===== src/rtl/fsb_master.sv =====
// 68HC000-style front-side-bus initiator: turns Req/Ack transactions into nAS/nUDS/nLDS bus cycles.
// Optional bus-error termination on nBERR is compiled in when FSB_BERR_EN is defined.
module fsb_master #(
    parameter int TIMEOUT = 64,
    parameter int AW      = 23
) (
    input  logic          FCLK,
    input  logic          nRESET,
    input  logic          Req,
    input  logic          Write,
    input  logic [1:0]    BE,
    input  logic [AW-1:0] ReqAddr,
    input  logic [15:0]   WrData,
    output logic          Idle,
    output logic          Ack,
    output logic          Err,
    output logic          Vpa,
    output logic [15:0]   RdData,
    output logic [AW-1:0] A,
    output logic          RnW,
    output logic          nAS,
    output logic          nUDS,
    output logic          nLDS,
    output logic [15:0]   Dout,
    output logic          DOE,
    input  logic [15:0]   D,
    input  logic          nDTACK,
    input  logic          nVPA,
    input  logic          nBERR
);

    localparam int CW = (TIMEOUT > 1) ? $clog2(TIMEOUT) : 1;
    localparam logic [CW-1:0] CNT_MAX = CW'(TIMEOUT - 1);

    typedef enum logic [2:0] {
        S_IDLE, S_ADDR, S_AS, S_DS, S_WAIT, S_LATCH, S_NEG, S_REC
    } state_t;

    state_t        r_state;
    logic [CW-1:0] r_cnt;
    logic          r_write;
    logic [1:0]    r_be;
    logic [1:0]    r_dtack_sync;
    logic [1:0]    r_vpa_sync;

    logic w_dtack_term;
    logic w_vpa_term;
    logic w_berr_term;
    logic w_abort;

    assign w_dtack_term = ~r_dtack_sync[1];
    assign w_vpa_term   = ~r_vpa_sync[1];

`ifdef FSB_BERR_EN
    logic [1:0] r_berr_sync;

    always_ff @(posedge FCLK or negedge nRESET) begin
        if (!nRESET) begin
            r_berr_sync <= 2'b11;
        end else begin
            r_berr_sync <= {r_berr_sync[0], nBERR};
        end
    end

    assign w_berr_term = ~r_berr_sync[1];
`else
    logic w_unused_berr;
    assign w_unused_berr = nBERR;
    assign w_berr_term   = 1'b0;
`endif

    // Bus error wins over any normal termination; timeout only fires when nothing terminated.
    assign w_abort = w_berr_term ||
                     (!w_dtack_term && !w_vpa_term && (r_cnt == CNT_MAX));

    always_ff @(posedge FCLK or negedge nRESET) begin
        if (!nRESET) begin
            r_state      <= S_IDLE;
            r_cnt        <= '0;
            r_write      <= 1'b0;
            r_be         <= 2'b11;
            r_dtack_sync <= 2'b11;
            r_vpa_sync   <= 2'b11;
            Idle         <= 1'b1;
            Ack          <= 1'b0;
            Err          <= 1'b0;
            Vpa          <= 1'b0;
            RdData       <= '0;
            A            <= '0;
            RnW          <= 1'b1;
            nAS          <= 1'b1;
            nUDS         <= 1'b1;
            nLDS         <= 1'b1;
            Dout         <= '0;
            DOE          <= 1'b0;
        end else begin
            r_dtack_sync <= {r_dtack_sync[0], nDTACK};
            r_vpa_sync   <= {r_vpa_sync[0], nVPA};
            Ack          <= 1'b0;

            case (r_state)
                S_IDLE: begin
                    if (Req) begin
                        r_write <= Write;
                        r_be    <= (BE == 2'b00) ? 2'b11 : BE;
                        A       <= ReqAddr;
                        RnW     <= ~Write;
                        DOE     <= Write;
                        Dout    <= WrData;
                        Err     <= 1'b0;
                        Vpa     <= 1'b0;
                        Idle    <= 1'b0;
                        r_state <= S_ADDR;
                    end
                end
                S_ADDR: begin
                    nAS <= 1'b0;
                    if (!r_write) begin
                        nUDS <= ~r_be[1];
                        nLDS <= ~r_be[0];
                    end
                    r_state <= S_AS;
                end
                S_AS: begin
                    // Write strobes trail nAS so the data bus has settled for two cycles.
                    if (r_write) begin
                        nUDS <= ~r_be[1];
                        nLDS <= ~r_be[0];
                    end
                    r_state <= S_DS;
                end
                S_DS: begin
                    r_cnt   <= '0;
                    r_state <= S_WAIT;
                end
                S_WAIT: begin
                    if (w_abort) begin
                        Err     <= 1'b1;
                        nAS     <= 1'b1;
                        nUDS    <= 1'b1;
                        nLDS    <= 1'b1;
                        DOE     <= 1'b0;
                        Ack     <= 1'b1;
                        r_state <= S_NEG;
                    end else if (w_dtack_term || w_vpa_term) begin
                        Vpa     <= w_vpa_term;
                        r_state <= S_LATCH;
                    end else begin
                        r_cnt <= r_cnt + CW'(1);
                    end
                end
                S_LATCH: begin
                    if (!r_write) begin
                        RdData <= D;
                    end
                    nAS     <= 1'b1;
                    nUDS    <= 1'b1;
                    nLDS    <= 1'b1;
                    DOE     <= 1'b0;
                    Ack     <= 1'b1;
                    r_state <= S_NEG;
                end
                S_NEG: begin
                    r_cnt   <= '0;
                    r_state <= S_REC;
                end
                S_REC: begin
                    // A responder that never releases its termination cannot wedge the master.
                    if ((r_dtack_sync[1] && r_vpa_sync[1]) || (r_cnt == CNT_MAX)) begin
                        Idle    <= 1'b1;
                        r_state <= S_IDLE;
                    end else begin
                        r_cnt <= r_cnt + CW'(1);
                    end
                end
                default: begin
                    r_state <= S_IDLE;
                end
            endcase
        end
    end

endmodule


===== config.mk =====
export PLATFORM = sky130hd
export DESIGN_NAME = fsb_master
export DESIGN_NICKNAME = d
export VERILOG_FILES = /design/src/rtl/fsb_master.sv
export SDC_FILE = /design/constraint.sdc
export NUM_CORES = 1
export LEC_CHECK = 0
export CORE_ASPECT_RATIO = 1.25
export CORE_UTILIZATION = 48
export CTS_BUF_LIST = sky130_fd_sc_hd__clkbuf_8
export DETAILED_ROUTE_END_ITERATION = 16
export PLACE_DENSITY = 0.89
export SLEW_MARGIN = 20
export SYNTH_ARGS = -nofsm -noshare
export SYNTH_HDL_FRONTEND = slang
export SYNTH_SLANG_ARGS = --single-unit

===== constraint.sdc =====
create_clock -name FCLK -period 2.8 [get_ports FCLK]
set_input_delay 0.56 -clock FCLK [delete_from_list [all_inputs] [get_ports FCLK]]
set_output_delay 0.56 -clock FCLK [all_outputs]
set_load 0.02 [all_outputs]

# Yosys cells after proc, flatten, opt, wreduce, memory -nomap -nowiden
# Index checks and enable logic that the tools add are counted.
[totals]
regBits = 80
inputBits = 64
elab_cells = 96
[op_classes]
n_eq_ne = 18
addsub = 1
bitwise = 6
reduce_logical = 23
muxes = 30
[ops]
columns = ["op", "n"]
rows = [
  ["3-bit case mux with 8 select lines", 1],
  ["6-bit two-way mux", 3],
  ["2-bit inequality test (second input constant)", 9],
  ["6-bit case mux with 3 select lines", 1],
  ["3-bit == test (second input constant)", 4],
  ["1-bit two-way mux", 12],
  ["3-bit two-way mux", 4],
  ["3-bit AND reduction", 4],
  ["4-bit AND reduction", 3],
  ["3-bit nonzero test", 3],
  ["1-bit case mux with 2 select lines", 4],
  ["1-bit case mux with 4 select lines", 2],
  ["6-bit by 1-bit adder with 6-bit output (second input constant)", 1],
  ["3-bit by 2-bit == test with 1-bit output (second input constant)", 2],
  ["6-bit == test (second input constant)", 1],
  ["1-bit inverter", 6],
  ["1-bit case mux with 3 select lines", 2],
  ["2-bit AND reduction", 3],
  ["2-bit nonzero test", 2],
  ["4-bit nonzero test", 1],
  ["3-bit by 1-bit == test with 1-bit output (second input constant)", 1],
  ["3-bit logical NOT", 1],
  ["3-bit inequality test (second input constant)", 1],
  ["1-bit logical AND", 2],
  ["4 further kinds", 5],
]

# Logic depth before layout (Yosys ltp)
[depth]
depth_word = 5
ltp_mapped = 6
depth_no_buf = 5

# Least setup slack after synthesis
# OpenSTA, ideal clock, no wires.
[synth_path]
path_kind = "flip-flop to flip-flop"
from = "register r_cnt[0]"
to = "register r_cnt[3]"
setup_slack_ps = 1250
arrival_time_ps = 1473
period_less_slack_ps = 1550
path_stages_with_launch = 6
setup_time_ps = 78
cell_sequence = "dfrtp_1 -> ha_1 -> nand3_1 -> nor2_1 -> or4_1 -> a21boi_1"
[synth_via]
elab_chain_cells = 4
[synth_rtl]
columns = ["item", "line", "rtl"]
rows = [
  ["start, declared", "40", "logic [CW-1:0] r_cnt;"],
  ["start signal, assigned", "149", "r_cnt <= r_cnt + CW'(1);"],
  ["start signal, assigned", "173", "r_cnt <= r_cnt + CW'(1);"],
  ["6-bit by 1-bit adder with 6-bit output / 6-bit == test (equally long branches)", "-", ""],
  ["6-bit two-way mux, or another cell as far along", "145", "end else if (w_dtack_term || w_vpa_term) begin"],
  ["6-bit two-way mux / 2-bit inequality test (equally long branches)", "-", ""],
  ["6-bit case mux with 3 select lines / 4-bit AND reduction (equally long branches)", "-", ""],
]
# Parallel ways exist; a longest one is shown, timed or not. The select of a mux whose other input is x is not followed.
# A chain may end at the register's enable or synchronous reset.

# Worst setup path in the final report
[layout_path]
from = "register r_state[0]"
to = "register RdData[14]"
[layout_via]
elab_chain_cells = 2
[layout_rtl]
columns = ["item", "line", "rtl"]
rows = [
  ["start, declared", "39", "state_t r_state;"],
  ["start signal, assigned", "78", "r_state <= S_IDLE;"],
  ["start signal, assigned", "113", "r_state <= S_ADDR;"],
  ["start signal, assigned", "122", "r_state <= S_AS;"],
  ["3-bit == test", "101", "case (r_state)"],
  ["2-bit AND reduction (no line)", "-", ""],
  ["end signal, assigned", "88", "RdData <= '0;"],
  ["end signal, assigned", "154", "RdData <= D;"],
  ["end, declared", "18", "output logic [15:0] RdData,"],
]
# No other way between the ends.

==> flow_metrics.tcl <==
set metrics [dict create \
    status "complete, no violations" \
    hpwl_mm 5.45 \
    total_power_w 0.00550 \
    drive_gt1_frac 0.115 \
    final_common_cell "nand2_1" \
    final_max_slew_viol_count 0 \
    hp-class "in -> async" \
    comb_power_share 0.434 \
    synth_top_area_share 0.534 \
    track_usage 0.243 \
    relSlewSlack 0.347 \
    criticalPathCategory "reg -> reg" \
    synthArstFlopShare 1.00 \
    start_kind "register" \
    fmax_mhz 471 \
    holdBufCountCts 0 \
    diodes 0 \
    drt_iter0_drc 133 \
    antenna_found_initial 0 \
    yosysWarningCount 0 \
    fp.dieH_um 93.8 \
    rsz0062_at_grt "false" \
    path_buf_inv 0 \
    critPathLaunch "r_state[0]" \
    netlist_area_um2 3230 \
    grt_util_met3 0.0644 \
    fp-row-count 33 \
    grt_pass1_wl_mm 12.7 \
    num_vias 2673 \
    rr_startpoint "r_state[0]" \
    avgViaCountPerCell 5.03 \
    insertion_delay_ns 0.35 \
    wl_per_cell_um 14.8 \
    core_um2 6520 \
    synth_seq_cells 80 \
    hold_viol_final 0 \
    met2_usage 0.405 \
    finalSetupTns_ns 0 \
    die_width_um 75.4 \
    p_sw_w 0.00193 \
    cts.path.max_buffers 2 \
    r2r_slack_ns 0.68 \
    clockRootBuffer "clkbuf_8" \
    busiest_layer "met2" \
    cts_max_level 3 \
    intPower_w 0.00356 \
    cp_top_family "simple AND/OR/NAND/NOR gates" \
    synth_cells 312 \
    finalClockSkew_ns 0.0104 \
    clk_pin_slew_ns 0.08 \
    io_buffers 126 \
    stdcell_count 531 \
    worstPathCellList "nor2b_2 -> and3b_1 -> mux2_2" \
    required_ns 3.03 \
    max_stage_delay_ns 0.66 \
    synth_nets 377 \
    synth-edff-count 0 \
    synthFlopType "dfrtp_1" \
    clock-sinks 80 \
    p_sw_frac 0.352 \
    cp_num_cells 3 \
    firstDrtPassIters 4 \
    worstMarginPinSlew_ns 0.979 \
    slowest_stage "and3b_1" \
    critical_path_arrival_ns 2.35 \
    cp_max_fo 16 \
    cts_buffers 9 \
    grt_max_degree 81 \
    avgSynthCellArea_um2 10.4 \
    synth_cell_types 43 \
    cts_tree "done" \
    max_cap_violations 0 \
    die-area_um2 7070 \
    grt_pass1_vias 2670 \
    power_density_nw_per_um2 1140 \
    leakage_nw 2.18 \
    cts_resized 0 \
    r2r_end "RdData[14]" \
    drc 0 \
    hold_ws_ns 0.359 \
    gr-usage-met1 0.292 \
    final_util 0.739 \
    cts_setup_buffers 0 \
    synth_top_area_cell "dfrtp_1" \
    layout_common_cells "nand2_1 (131), clkdlybuf4s50_1 (125), dfrtp_1 (69), mux2_2 (17), dfstp_2 (11)" \
    p_seq_frac 0.369 \
    ant_nets 0 \
    post-route-min-period_ns 2.12 \
    period_share 0.758 \
    setup_violations 0 \
    seq_area_frac_synth 0.623 \
    critPathCaptureType "register" \
    place_congestion 0.843 \
    vdd_drop_max_mv 0.624 \
    area_delta_synth_final_pct 49.1 \
    dp.cells 516 \
    overflow 0 \
    final_nets 505 \
    reg2reg_depth 3 \
    clkPwrFrac 0.197 \
    ios 128 \
    endpoint "RdData[14]" \
    wirelength_mm 7.84 \
    start_util 0.496 \
    synth.top_cells.by_area "dfrtp_1 (53%), nand2_1 (15%), dfstp_2 (8.9%), mux2_2 (5.9%), buf_2 (1.4%)" \
]
==> area by class of cell <==
cell class	instances	area (um2)
Sequential cell	80	2020
Fill cell	463	1700
Timing Repair Buffer	130	1290
Multi-Input combinational cell	215	1140
Clock inverter	6	133
Clock buffer	9	124
Tap cell	87	109
Inverter	4	15.0
==> cells by family after synthesis <==
group / Yosys count / synth area share
flops: 80 / 0.623
simple gates: 165 / 0.216
fa+ha+maj: 1 / 0.00387
buf+inv: 17 / 0.0267
compound gates: 30 / 0.0650
xor+xnor: 1 / 0.00271
mux: 18 / 0.0623
==> worst reg2reg max path, cell delays in order, from the launching register on <==
cell	delay, ns
dfrtp_1	0.63
nor2b_2	0.30
and3b_1	0.66
mux2_2	0.42
==> synthesized netlist by cell type, types with 2 or more instances <==
cell type,n
o21a_1,2
a21oi_1,3
o31ai_1,4
buf_4,3
nand3_1,5
buf_2,9
nor2_1,8
nand2b_1,4
inv_1,4
nand2_1,131
dfrtp_1,69
mux2_2,17
o21ai_0,6
dfstp_2,11
a2bb2oi_1,3
o211ai_1,2
a211oi_1,2
or3_1,2
nor2b_1,3
==> registers in the layout, summed over array words and instances, names as in the netlist, 2 cells and up <==
register and flops:
r_vpa_sync 2, A 23, r_dtack_sync 2, RdData 16, r_state 3, r_cnt 6, r_be 2, Dout 16
==> how the worst min path moves through the flow <==
stage                    start         endpoint  slack [ns]  cells past startpoint
5_1_grt          r_vpa_sync[0]    r_vpa_sync[1]        0.36                      0
4_1_cts          r_vpa_sync[0]    r_vpa_sync[1]        0.36                      0
3_3_place_gp     r_vpa_sync[0]    r_vpa_sync[1]        0.35                      0
2_1_floorplan           nRESET             A[0]        0.26                      0
3_5_place_dp   r_dtack_sync[0]  r_dtack_sync[1]        0.35                      0
6_report                nRESET          r_write        0.36                      1
==> metrics by stage <==
step | cell area [um2] | setup slack (ns)
floorplan | 3230 | 1.25
global placement | 4570 | 0.664
detailed placement | 4570 | 0.604
CTS | 4820 | 0.661
global route | 4820 | 0.531
finish | 4820 | 0.677
==> per-layer routing <==
metal | vias to the layer above | wire length, um
li1 | 1279 | -
met1 | 1280 | 3020
met3 | 9 | 573
met5 | - | 0
met4 | 0 | 120
met2 | 105 | 4130
==> power groups by stage <==
stage | Sequential [W] | Combinational [W] | Clock (W)
6_report | 0.00203 | 0.00239 | 0.00108
5_1_grt | 0.00210 | 0.00257 | 0.00115
4_1_cts | 0.00203 | 0.00241 | 0.00110
3_5_place_dp | 0.00204 | 0.00239 | 0
3_3_place_gp | 0.00201 | 0.00232 | 0
2_1_floorplan | 0.00252 | 0.000719 | 0
No activity file was read; power rests on OpenSTA's default activity.
